`src/rtl/mult_seq_ctrl.sv`:
```
// Two-requester round-robin shift-add multiplier: capture, MULTLEN_2 RUN edges, then DONE.
// Product and out_id are held in DONE until out_ready; requests are ignored while busy.
module mult_seq_ctrl #(
  parameter int MULTLEN_1 = 4,
  parameter int MULTLEN_2 = 4,
  localparam int W = MULTLEN_1 + MULTLEN_2
) (
  input  logic                 clk,
  input  logic                 rst,
  input  logic                 req0,
  input  logic                 req1,
  input  logic [MULTLEN_1-1:0] a0,
  input  logic [MULTLEN_1-1:0] a1,
  input  logic [MULTLEN_2-1:0] b0,
  input  logic [MULTLEN_2-1:0] b1,
  output logic                 ack0,
  output logic                 ack1,
  output logic                 busy,
  output logic                 out_valid,
  input  logic                 out_ready,
  output logic                 out_id,
  output logic [W-1:0]         product
);

  localparam int CW = (MULTLEN_2 > 1) ? $clog2(MULTLEN_2) : 1;
  localparam logic [CW-1:0] CNT_LAST = CW'(MULTLEN_2 - 1);

  typedef enum logic [1:0] {
    IDLE = 2'd0,
    RUN  = 2'd1,
    DONE = 2'd2
  } state_t;

  state_t               state, state_nxt;
  logic                 last_id, last_id_nxt;
  logic [W-1:0]         acc, acc_nxt;
  logic [W-1:0]         mcand, mcand_nxt;
  logic [MULTLEN_2-1:0] mplier, mplier_nxt;
  logic [CW-1:0]        cnt, cnt_nxt;
  logic                 ack0_nxt, ack1_nxt;
  logic                 out_id_nxt;
  logic [W-1:0]         product_nxt;

  logic                 grant_id;
  logic [W-1:0]         step_sum;

  // Tie goes to the requester that did not win last; a lone request wins outright.
  assign grant_id = (req0 && req1) ? ~last_id : req1;
  assign step_sum = mplier[0] ? (acc + mcand) : acc;

  assign busy      = (state != IDLE);
  assign out_valid = (state == DONE);

  always_comb begin
    state_nxt   = state;
    last_id_nxt = last_id;
    acc_nxt     = acc;
    mcand_nxt   = mcand;
    mplier_nxt  = mplier;
    cnt_nxt     = cnt;
    ack0_nxt    = 1'b0;
    ack1_nxt    = 1'b0;
    out_id_nxt  = out_id;
    product_nxt = product;

    case (state)
      IDLE: begin
        if (req0 || req1) begin
          state_nxt   = RUN;
          last_id_nxt = grant_id;
          out_id_nxt  = grant_id;
          mcand_nxt   = grant_id ? {{MULTLEN_2{1'b0}}, a1} : {{MULTLEN_2{1'b0}}, a0};
          mplier_nxt  = grant_id ? b1 : b0;
          acc_nxt     = '0;
          cnt_nxt     = '0;
          ack0_nxt    = ~grant_id;
          ack1_nxt    = grant_id;
        end
      end
      RUN: begin
        // Fixed MULTLEN_2 steps regardless of operand values, so latency is constant.
        acc_nxt    = step_sum;
        mcand_nxt  = mcand << 1;
        mplier_nxt = mplier >> 1;
        cnt_nxt    = cnt + CW'(1);
        if (cnt == CNT_LAST) begin
          state_nxt   = DONE;
          product_nxt = step_sum;
        end
      end
      DONE: begin
        if (out_ready) begin
          state_nxt = IDLE;
        end
      end
      default: begin
        state_nxt = IDLE;
      end
    endcase
  end

  always_ff @(posedge clk) begin
    if (rst) begin
      state   <= IDLE;
      last_id <= 1'b1;
      acc     <= '0;
      mcand   <= '0;
      mplier  <= '0;
      cnt     <= '0;
      ack0    <= 1'b0;
      ack1    <= 1'b0;
      out_id  <= 1'b0;
      product <= '0;
    end else begin
      state   <= state_nxt;
      last_id <= last_id_nxt;
      acc     <= acc_nxt;
      mcand   <= mcand_nxt;
      mplier  <= mplier_nxt;
      cnt     <= cnt_nxt;
      ack0    <= ack0_nxt;
      ack1    <= ack1_nxt;
      out_id  <= out_id_nxt;
      product <= product_nxt;
    end
  end

endmodule

```
`config.mk`:
```
export PLATFORM = sky130hd
export DESIGN_NAME = mult_seq_ctrl
export DESIGN_NICKNAME = d
export VERILOG_FILES = /design/src/rtl/mult_seq_ctrl.sv
export SDC_FILE = /design/constraint.sdc
export NUM_CORES = 1
export LEC_CHECK = 0
export CORE_MARGIN = 2
export CORE_UTILIZATION = 35
export CTS_BUF_LIST = sky130_fd_sc_hd__clkbuf_8
export DETAILED_ROUTE_END_ITERATION = 7
export GPL_ROUTABILITY_DRIVEN = 1
export SLEW_MARGIN = 20
export SYNTH_ARGS = -nofsm -noshare
export SYNTH_HDL_FRONTEND = slang
export SYNTH_SLANG_ARGS = --single-unit
```
`constraint.sdc`:
```
create_clock -name clk -period 4.1 [get_ports clk]
set_input_delay 0.615 -clock clk [delete_from_list [all_inputs] [get_ports clk]]
set_output_delay 0.615 -clock clk [all_outputs]
set_load 0.02 [all_outputs]
```
* Word-level counts from Yosys, hierarchy flattened
Index checks and enable logic that the tools add are counted.
Word-level totals: bits in registers 36, bits in latches 0, bits in writable memories 0, bits in read-only memories 0, memories 0
Operators by class: add/subtract/negate cells 2, $mul 0, div/mod/pow operators 0, order comparisons 0, equality and inequality tests 6, shifts and indexed selects 0, mux-type cells 16, bitwise gates (word level) 4, reduce and logical (&&, ||, !) cells 10
Operators with widths (number):
- 8-bit case mux with 2 select lines | 2
- 8-bit 2-to-1 mux | 3
- 4-bit 2-to-1 mux | 3
- 8-bit adder | 1
- 2-bit 2-to-1 mux | 4
- 4-bit case mux with 2 select lines | 1
- 2-bit case mux with 3 select lines | 1
- 2-bit AND reduction | 3
- 2-bit equality test (second input constant) | 2
- 2-bit != test (second input constant) | 2
- 1-bit NOT | 4
- 2-bit case mux with 2 select lines | 1
- 2-bit nonzero test | 2
- 3-bit AND reduction | 1
- 3-bit OR reduction | 1
- 2-bit by 1-bit adder with 2-bit output (second input constant) | 1
- 2-bit by 1-bit equality test with 1-bit output (second input constant) | 1
- 2-bit zero test | 1
- 2-bit by 1-bit != test with 1-bit output (second input constant) | 1
- 1-bit logical AND | 1
- 1-bit logical OR | 1
- 1-bit 2-to-1 mux | 1

* Longest topological paths before layout
depth after elaboration 5, depth in mapped cells 7

* Least setup slack after synthesis
Ideal clock, no wire load.
path kind reg2reg, start reg acc[1], end reg product[7], data arrival time 1944 ps, setup slack 2065 ps, stages on the path, launching flop included 7, buffers on the path 0, cell sequence dfxtp_1 > ha_1 > a211oi_1 > o21a_1 > mux2_4 > or4_1 > a311oi_1
Between the ends: word-level cells in the longest chain between the ends 2
Ends and longest elaborated chain:
- start, declared | RTL line 36 | logic [W-1:0] acc, acc_nxt;
- start signal, assigned | RTL line 117 | acc <= acc_nxt;
- 8-bit adder | RTL line 49 | assign step_sum = mplier[0] ? (acc + mcand) : acc;
- 8-bit 2-to-1 mux | RTL line 49
- end signal, assigned | RTL line 124 | product <= product_nxt;
- end, declared | RTL line 22 | output logic [W-1:0] product
Every way passes these cells. A chain may end at the register's enable or synchronous reset.

* Worst setup path after layout
start reg mplier[0], end reg acc[6]
Between the ends: word-level cells in the longest chain between the ends 2
Ends and longest elaborated chain:
- start, declared | RTL line 38 | logic [MULTLEN_2-1:0] mplier, mplier_nxt;
- start signal, assigned | RTL line 119 | mplier <= mplier_nxt;
- 8-bit 2-to-1 mux | RTL line 49
- 8-bit case mux with 2 select lines | RTL line 66 | case (state)
Every way passes these cells.

==> results.json <==
{
  "ff2ff_setup_slack_ps": 1700,
  "dr_total_vias": 1632,
  "fmax_mhz": 417,
  "antenna_found_initial": 0,
  "slew_violations": 0,
  "dr.pass1.iters": 4,
  "cts_resized": 0,
  "hold_ws_ps": 460,
  "crit_slowest_cell": "dfxtp_1",
  "worst_slack_ps": 1700,
  "ctsHoldBuffers": 0,
  "period_minus_slack_ps": 2400,
  "grt_max_degree": 36,
  "period_share": 0.585,
  "cts_setup_buffers": 0,
  "met2_usage": 0.245,
  "routedWlPerCell_um": 12.7,
  "crit_path_start_kind": "flop",
  "critical_path_class": "reg2reg",
  "htreeDepth": 2,
  "crit_start": "mplier[0]$_SDFFE_PP0P_",
  "worstPathRequired_ps": 4290,
  "cts_root_buf": "clkbuf_8",
  "drt_iter0_drc": 43,
  "pin_count": 34,
  "use_met3": 0.0427,
  "syn_inst": 221,
  "drive_gt1_frac": 0.0632,
  "cts_buffers": 5,
  "drcViolationCount": 0,
  "clk_pin_slew_ps": 80,
  "setup_viol": 0,
  "end_kind": "flop",
  "synthFlopType": "dfxtp_1",
  "cellPowerDensity_nw_per_um2": 344,
  "die_w_um": 76.0,
  "areaGrowthSynthToFinish_pct": 27.3,
  "routed_via_density": 5.05,
  "async_flop_share": 0,
  "yosysWarnings": 0,
  "pre_cts_ws_ps": 1680,
  "die_y_um": 76.0,
  "layout_common_cells": "36 x dfxtp_1, 33 x clkdlybuf4s50_1, 30 x nor2_1, 30 x nand2_1, 27 x a21oi_1",
  "clkSinkCount": 36,
  "grt-ovfl-total": 0,
  "status": "complete, no violations",
  "setup_tns_ps": 0,
  "cp_max_fo": 13,
  "timing.rr.end": "acc[6]$_SDFFE_PP0P_",
  "crit_path_end": "acc[6]$_SDFFE_PP0P_",
  "timing.rr.start": "mplier[0]$_SDFFE_PP0P_",
  "cap_violations": 0,
  "nets": 282,
  "final_common_cell": "dfxtp_1",
  "reg2reg_depth": 4,
  "grt_pass1_vias": 1502,
  "finalHoldViolCount": 0,
  "coreArea_sq_um": 5040,
  "synth.avg_cell_area_sq_um": 8.22,
  "postRouteAntennaNets": 0,
  "cpMostUsedCell": "nor2_1",
  "use_met1": 0.190,
  "row_count": 26,
  "dieArea_sq_um": 5780,
  "synth.area.top_cells": "dfxtp_1 40%, a21oi_1 7.4%, nand2_1 6.2%, nor2_1 6.2%, ha_1 5.5%",
  "clkLatencyLatePin_ps": 290,
  "register_area_sq_um": 721,
  "power.total_mw": 0.796,
  "finalClockSkew_ps": 10.3,
  "mappedNetlistNets": 251,
  "synth_top_area_frac": 0.397,
  "grt_usage": 0.149,
  "start_util": 0.360,
  "ys_types": 42,
  "synth-edff-count": 0,
  "totalWireLength_um": 4120,
  "worstHoldPathType": "reg2reg",
  "synth_top_area_cell": "dfxtp_1",
  "synth_area_sq_um": 1820,
  "antenna_cells": 0,
  "gr-max-usage-layer": "met2",
  "peakVddDrop_mv": 0.177,
  "rsz0062_at_grt": "false",
  "grt_pass1_wl_um": 7030,
  "cts_buffer_depth": 2,
  "maxSlewHeadroom": 0.570,
  "cp.arrival_ps": 2580,
  "multi_input_area_sq_um": 1030,
  "cpPeakStageDelay_ps": 670,
  "cts_tree": "done",
  "fillers": 525,
  "crit_path_cell_trace": "clkinv_1, nor2_1, nor2_1, a311o_1",
  "gp_congestion": 0.794,
  "leakagePower_nw": 0.885,
  "synth.ff_latch_count": 36,
  "worst_pin_slew_ps": 641,
  "hpwl_um": 2910,
  "ys_seq_area_frac": 0.397,
  "port_buffers": 33
}
-- cell type report --
type,count,share of cell area
Multi-Input combinational cell,169,0.445
Sequential cell,36,0.312
Timing Repair Buffer,36,0.153
Tap cell,70,0.0379
Clock buffer,5,0.0298
Clock inverter,3,0.0168
Inverter,4,0.00649
-- where the power goes --
group / internal, mW / total [mW] / switching, mW / leakage (nW)
Clock: 0.178 / 0.306 / 0.128 / 0.0593
Sequential: 0.363 / 0.377 / 0.0140 / 0.293
Combinational: 0.0519 / 0.113 / 0.0616 / 0.533
Total: 0.593 / 0.796 / 0.203 / 0.885
-- per-layer routing --
layer  share of wire  vias to the layer above
li1                -                      858
met1            0.51                      739
met2            0.44                       28
met3           0.040                        7
met4           0.013                        0
met5               0                        -
-- critical path, delay by kind of cell, from the launching register on --
kind | cells | cell delay, ps
simple gates | 2 | 820
flops | 1 | 670
buf+inv | 1 | 400
compound gates | 1 | 400
-- metrics by stage --
stage	std cells	instance area, sq um	utilization
after floorplan	221	1820	-
after global placement	315	2200	0.437
after detailed placement	315	2200	0.437
after CTS	323	2310	0.459
after global routing	323	2310	0.459
final	323	2310	0.459
-- cells in the mapped netlist, drive strengths merged, types with 3 or more instances --
cell type,count
xnor2,4
clkbuf,9
nor3,3
a211oi,8
nand2,30
a21o,3
ha,8
nand3,6
a22oi,6
buf,3
a221oi,6
a21oi,27
o21ai,3
nand2b,3
dfxtp,36
nor2,30
o211ai,3
inv,3
-- how the worst min path moves through the flow --
stage                       startpoint  cells after the start  slack, ps                      end
2_1_floorplan    mcand[3]$_SDFFE_PP0P_                      2        450    mcand[4]$_SDFFE_PP0P_
3_3_place_gp   product[2]$_SDFFE_PP0P_                      2        440  product[2]$_SDFFE_PP0P_
6_report       product[2]$_SDFFE_PP0P_                      2        460  product[2]$_SDFFE_PP0P_
3_5_place_dp   product[2]$_SDFFE_PP0P_                      2        450  product[2]$_SDFFE_PP0P_
5_1_grt        product[2]$_SDFFE_PP0P_                      2        490  product[2]$_SDFFE_PP0P_
4_1_cts        product[2]$_SDFFE_PP0P_                      2        460  product[2]$_SDFFE_PP0P_
-- cells by family after synthesis --
kind of cell             synth area share
AO/OA/AOI/OAI                       0.248
XOR/XNOR                           0.0193
adder cells (fa/ha/maj)            0.0661
buffers and inverters              0.0372
flip-flops                          0.397
multiplexers                       0.0255
AND/OR/NAND/NOR                     0.207
-- registers in the layout (all words and copies together) (netlist names) --
| signal | flops |
|---|---|
| acc | 8 |
| mcand | 8 |
| product | 8 |
| mplier | 4 |
| cnt | 2 |
| state | 2 |
| ack0 | 1 |
| ack1 | 1 |
| last_id | 1 |
| out_id | 1 |
Note: power is estimated with default switching activity, not from simulation.
